**src/rtl/kled_pkg.sv**
```systemverilog
// Shared encodings and board timing constants for the key conditioning front-end.
// Imported by the debounce channel and its wrapper.
package kled_pkg;

    typedef enum logic [1:0] {
        ST_IDLE   = 2'd0,
        ST_DEB_DN = 2'd1,
        ST_HELD   = 2'd2,
        ST_DEB_UP = 2'd3
    } ch_state_e;

    localparam int unsigned T20MS = 1_000_000;
    localparam int unsigned T1S   = 50_000_000;

    function automatic longint unsigned max_u(
        input longint unsigned a,
        input longint unsigned b
    );
        return (a > b) ? a : b;
    endfunction

endpackage

```
**src/rtl/key_debounce_ch.sv**
```systemverilog
// One key channel: two-flop synchroniser, debounce FSM and registered event outputs.
// Events are generated in the FSM and re-registered once before leaving the channel.
module key_debounce_ch
    import kled_pkg::*;
#(
    parameter int unsigned DEB_CYCLES  = T20MS,
    parameter int unsigned LONG_CYCLES = T1S,
    parameter int unsigned CNT_W       = 26
) (
    input  logic clk,
    input  logic rstn,
    input  logic key,
    output logic key_press,
    output logic key_release,
    output logic key_long,
    output logic key_level
);

    localparam longint unsigned CNT_CAP  = (64'd1 << CNT_W) - 64'd1;
    localparam longint unsigned CNT_NEED =
        max_u(longint'(DEB_CYCLES), longint'(LONG_CYCLES));

    if (CNT_W < 1 || CNT_W > 32 || CNT_NEED > CNT_CAP) begin : g_bad_cnt_w
        $error("key_debounce_ch: CNT_W too small for DEB/LONG cycles");
    end
    if (DEB_CYCLES < 2 || LONG_CYCLES < 2) begin : g_bad_cycles
        $error("key_debounce_ch: DEB_CYCLES and LONG_CYCLES must be >= 2");
    end

    localparam logic [CNT_W-1:0] CNT_ONE   = CNT_W'(1);
    localparam logic [CNT_W-1:0] DEB_LAST  = CNT_W'(DEB_CYCLES - 1);
    localparam logic [CNT_W-1:0] LONG_LAST = CNT_W'(LONG_CYCLES - 1);
    localparam logic [CNT_W-1:0] LONG_MAX  = CNT_W'(LONG_CYCLES);

    logic [1:0]       sync_q;
    logic             key_s;
    ch_state_e        state_q;
    logic [CNT_W-1:0] cnt_q;
    logic [CNT_W-1:0] long_cnt_q;
    logic [CNT_W-1:0] long_cnt_d;
    logic             long_hit;
    logic             press_q;
    logic             rel_q;
    logic             long_q;
    logic             level_q;

    // Raw key is active-low; flops reset to the released level.
    always_ff @(posedge clk or negedge rstn) begin
        if (!rstn) begin
            sync_q <= 2'b11;
        end else begin
            sync_q <= {sync_q[0], key};
        end
    end

    assign key_s = sync_q[1];

    always_comb begin
        long_cnt_d = long_cnt_q;
        if (long_cnt_q != LONG_MAX) begin
            long_cnt_d = long_cnt_q + CNT_ONE;
        end
    end

    assign long_hit = (long_cnt_q == LONG_LAST);

    always_ff @(posedge clk or negedge rstn) begin
        if (!rstn) begin
            state_q     <= ST_IDLE;
            cnt_q       <= '0;
            long_cnt_q  <= '0;
            press_q     <= 1'b0;
            rel_q       <= 1'b0;
            long_q      <= 1'b0;
            level_q     <= 1'b0;
            key_press   <= 1'b0;
            key_release <= 1'b0;
            key_long    <= 1'b0;
            key_level   <= 1'b0;
        end else begin
            press_q <= 1'b0;
            rel_q   <= 1'b0;
            long_q  <= 1'b0;

            unique case (state_q)
                ST_IDLE: begin
                    if (!key_s) begin
                        state_q <= ST_DEB_DN;
                        cnt_q   <= CNT_ONE;
                    end
                end
                ST_DEB_DN: begin
                    if (key_s) begin
                        state_q <= ST_IDLE;
                        cnt_q   <= '0;
                    end else if (cnt_q == DEB_LAST) begin
                        state_q    <= ST_HELD;
                        cnt_q      <= '0;
                        long_cnt_q <= '0;
                        press_q    <= 1'b1;
                        level_q    <= 1'b1;
                    end else begin
                        cnt_q <= cnt_q + CNT_ONE;
                    end
                end
                ST_HELD: begin
                    long_cnt_q <= long_cnt_d;
                    long_q     <= long_hit;
                    if (key_s) begin
                        state_q <= ST_DEB_UP;
                        cnt_q   <= CNT_ONE;
                    end
                end
                ST_DEB_UP: begin
                    long_cnt_q <= long_cnt_d;
                    if (!key_s) begin
                        state_q <= ST_HELD;
                        cnt_q   <= '0;
                        long_q  <= long_hit;
                    end else if (cnt_q == DEB_LAST) begin
                        // Accepted release takes precedence over a late long-press.
                        state_q <= ST_IDLE;
                        cnt_q   <= '0;
                        rel_q   <= 1'b1;
                        level_q <= 1'b0;
                    end else begin
                        cnt_q  <= cnt_q + CNT_ONE;
                        long_q <= long_hit;
                    end
                end
                default: begin
                    state_q <= ST_IDLE;
                    cnt_q   <= '0;
                end
            endcase

            key_press   <= press_q;
            key_release <= rel_q;
            key_long    <= long_q;
            key_level   <= level_q;
        end
    end

endmodule

```
**src/rtl/key_debounce.sv**
```systemverilog
// Push-button front-end: one independent debounce channel per key.
// Pure wrapper; all logic lives in key_debounce_ch.
module key_debounce
    import kled_pkg::*;
#(
    parameter int unsigned KEY_W       = 4,
    parameter int unsigned DEB_CYCLES  = T20MS,
    parameter int unsigned LONG_CYCLES = T1S,
    parameter int unsigned CNT_W       = 26
) (
    input  logic             clk,
    input  logic             rstn,
    input  logic [KEY_W-1:0] key,
    output logic [KEY_W-1:0] key_press,
    output logic [KEY_W-1:0] key_release,
    output logic [KEY_W-1:0] key_long,
    output logic [KEY_W-1:0] key_level
);

    for (genvar i = 0; i < int'(KEY_W); i++) begin : g_ch
        key_debounce_ch #(
            .DEB_CYCLES (DEB_CYCLES),
            .LONG_CYCLES(LONG_CYCLES),
            .CNT_W      (CNT_W)
        ) u_ch (
            .clk        (clk),
            .rstn       (rstn),
            .key        (key[i]),
            .key_press  (key_press[i]),
            .key_release(key_release[i]),
            .key_long   (key_long[i]),
            .key_level  (key_level[i])
        );
    end

endmodule
```
**config.mk**
```make
export PLATFORM = sky130hd
export DESIGN_NAME = key_debounce
export DESIGN_NICKNAME = d
export VERILOG_FILES = /design/src/rtl/kled_pkg.sv /design/src/rtl/key_debounce_ch.sv /design/src/rtl/key_debounce.sv
export SDC_FILE = /design/constraint.sdc
export NUM_CORES = 1
export LEC_CHECK = 0
export CORE_ASPECT_RATIO = 1.75
export CORE_UTILIZATION = 65
export DETAILED_ROUTE_END_ITERATION = 6
export GPL_TIMING_DRIVEN = 0
export PLACE_DENSITY_LB_ADDON = 0.12
export SYNTH_ARGS = -nofsm -noshare
export SYNTH_HDL_FRONTEND = slang
export SYNTH_SLANG_ARGS = --single-unit
```
**constraint.sdc**
```tcl
create_clock -name clk -period 7.15 [get_ports clk]
set_clock_uncertainty 0.1 [all_clocks]
set_input_delay 2.145 -clock clk [delete_from_list [all_inputs] [get_ports clk]]
set_output_delay 2.145 -clock clk [all_outputs]
set_load 0.005 [all_outputs]
```
==> results.json <==
{
  "outcome": "finished, final reports clean",
  "fillers": 1522,
  "r2r_end": "g_ch[0].u_ch.cnt_q[7]$_DFFE_PN0P_",
  "r2r_setup_slack_ns": 4.37,
  "ir_drop_v": 0.000254,
  "worst_slew_pin_slew_ns": 1.30,
  "min_from": "g_ch[2].u_ch.rel_q$_DFF_PN0_",
  "path_class": "reg -> out",
  "cp_max_fo": 1,
  "ys_async_sr_fraction_pct": 100,
  "yosys_warnings": 0,
  "postCtsSetupRepairBufs": 0,
  "grt_pass1_vias": 11300,
  "crit_chain": "buf_4 -> clkdlybuf4s50_1",
  "grt_pass1_wl_microns": 51200,
  "gp_congestion": 0.903,
  "yosys.area.top_type_share_pct": 46.5,
  "drv_slew": 0,
  "cts_tree": "built",
  "row_count": 69,
  "dieArea_sq_mm": 0.0211,
  "hpwl_microns": 20700,
  "ant_nets": 0,
  "synthCells": 1450,
  "max_freq_ghz": 0.272,
  "die_h_microns": 192,
  "firstDrtPassIters": 5,
  "fin_util_pct": 73.3,
  "syn_area_sq_mm": 0.0134,
  "ys_seq_area_share_pct": 48.1,
  "core_sq_mm": 0.0202,
  "synth.largest_area_cell": "dfrtp_1",
  "yosys.cell_count.top_type": "dfrtp_1",
  "start_kind": "flop",
  "synth_edf_count": 0,
  "overflow": 0,
  "synth-main-ff-cell": "dfrtp_1",
  "clock-root-buffer": "clkbuf_16",
  "via_per_inst": 6.46,
  "dr_total_vias": 11400,
  "hp-class": "reg -> reg",
  "antenna_found_initial": 0,
  "hold_buffers": 0,
  "diodes": 0,
  "cts_buffer_depth": 3,
  "required_ns": 4.91,
  "drtIter0Drc": 729,
  "reg_top3": "g_ch.u_ch.cnt_q (104), g_ch.u_ch.long_cnt_q (104), g_ch.u_ch.sync_q (8)",
  "avgSynthCellArea_sq_um": 9.21,
  "hold_violations": 0,
  "stdcell_count": 1766,
  "io_buffer_count": 21,
  "cp-end-kind": "primary output",
  "synth_fp_nets": 1468,
  "htreeDepth": 1,
  "final_net_count": 1518,
  "period_needed_ns": 3.68,
  "period_share_pct": 51.5,
  "maxCapViolCount": 0,
  "cts_resized": 0,
  "leakagePower_nw": 6.26,
  "grt_max_degree": 114,
  "yosys-top-cells-count": "dfrtp_1 (248), nand2_1 (131), nor2_1 (116)",
  "finalSetupViolCount": 0,
  "clk_pin_slew_worst_paths_ns": 0.06,
  "min_to": "g_ch[2].u_ch.key_release$_DFF_PN0_",
  "pin_count": 22,
  "max_slew_margin_pct": 12.4,
  "p_per_area_mw_per_mm2": 206,
  "synth_area_leaders": "dfrtp_1 (46%), nand3_1 (3.8%), nand2_1 (3.7%)",
  "final_layout_size_suffix_gt1_share_pct": 7.25,
  "r2r_cells": 9,
  "synth-seq-cells": 256,
  "dp.cells": 1721,
  "critPathArrivalTime_ns": 1.43,
  "cts.sinks": 256,
  "die_w_microns": 110,
  "drt-total-wl_microns": 30100,
  "track_usage_pct": 29.7,
  "wl_per_cell_microns": 17.1,
  "grt_setup_unrepaired": "false",
  "clk_latency_ns": 0.52,
  "slowest_stage": "clkdlybuf4s50_1",
  "initial_core_util_pct": 66.1,
  "cts_inserted_buffers": 25,
  "route.detailed.drc": 0,
  "ys_types": 72,
  "r2r_start": "g_ch[0].u_ch.cnt_q[0]$_DFFE_PN0P_",
  "slowest_delay_ns": 0.44,
  "areaGrowthSynthToFinish_pct": 10.9,
  "hold_depth": 0
}
-- placed cells by master (no fill, tap or decap), drive strengths merged, types with 20 or more instances in the layout --
cell / Yosys / final
nand2: 131 / 131
nand3: 102 / 102
a31oi: 72 / 72
xor2: 33 / 33
dfrtp: 248 / 248
and2: 21 / 21
a21oi: 98 / 98
nor2: 116 / 116
or3: 23 / 23
o21ai: 60 / 60
and3: 34 / 34
buf: 36 / 39
nand4: 68 / 68
clkdlybuf4s50: 0 / 20
inv: 31 / 31
xnor2: 28 / 28
or4: 30 / 30
nor4: 33 / 33
nor3: 41 / 41
clkbuf: 57 / 93
-- how the worst max path moves through the flow --
stage	from	to	slack, ns	cells after the start
global route	g_ch[0].u_ch.key_level$_DFF_PN0_	key_level[0]	3.39	2
detailed placement	g_ch[0].u_ch.key_level$_DFF_PN0_	key_level[0]	3.99	2
global placement	rstn	g_ch[2].u_ch.long_cnt_q[20]$_DFFE_PN0P_	-6.86	1
finish	g_ch[1].u_ch.key_press$_DFF_PN0_	key_press[1]	3.47	2
CTS	g_ch[0].u_ch.key_level$_DFF_PN0_	key_level[0]	3.44	2
floorplan	g_ch[0].u_ch.key_level$_DFF_PN0_	key_level[0]	4.45	1
-- critical path: cells and delay by family (launching register included) --
kind	cells	cell delay, ns
buf+inv	2	0.57
flops	1	0.36
-- per-layer routing --
layer  track usage (%)  up-vias  part of all wire (%)
li1                  -     5444                     -
met5                 0        -                     0
met1              33.2     5559                    39
met2              54.9      316                    54
met3              3.46       87                   3.6
met4              13.7        0                   3.4
-- stage by stage --
| step | setup WS [ns] | TNS, ns | total power [mW] | instance area [sq um] | hold WS, ns |
|---|---|---|---|---|---|
| global route | 3.39 | 0 | 3.16 | 14800 | 0.256 |
| global placement | -6.86 | -1722.70 | 1.68 | 13900 | 0.232 |
| finish | 3.47 | 0 | 3.05 | 14800 | 0.244 |
| detailed placement | 3.99 | 0 | 1.68 | 13900 | 0.235 |
| CTS | 3.44 | 0 | 3.08 | 14800 | 0.248 |
| floorplan | 4.45 | 0 | 1.62 | 13400 | 0.231 |
-- cell type report --
cell class                      count  area [sq um]  share of cell area (%)
Sequential cell                   256          6420                    43.3
Multi-Input combinational cell   1070          6380                    43.1
Clock buffer                       36           757                    5.11
Buffer                             93           442                    2.98
Tap cell                          248           310                    2.09
Timing Repair Buffer               23           270                    1.82
Clock inverter                      9           123                   0.828
Inverter                           31           116                   0.786
-- power breakdown --
part | internal [mW] | total [mW] | switching (mW)
Sequential | 1.48 | 1.51 | 0.0335
Clock | 0.841 | 1.39 | 0.553
Combinational | 0.0460 | 0.147 | 0.101
-- logic make-up after synthesis --
| logic type | synth area share (%) |
|---|---|
| AOI/OAI and AO/OA | 14.8 |
| and+or+nand+nor | 27.1 |
| xor gates and xnor gates | 4.00 |
| DFF | 48.1 |
| buffers and inverters | 4.18 |
| adders and majority gates | 1.12 |
| muxes | 0.759 |
Note: power is estimated with default switching activity, not from simulation.
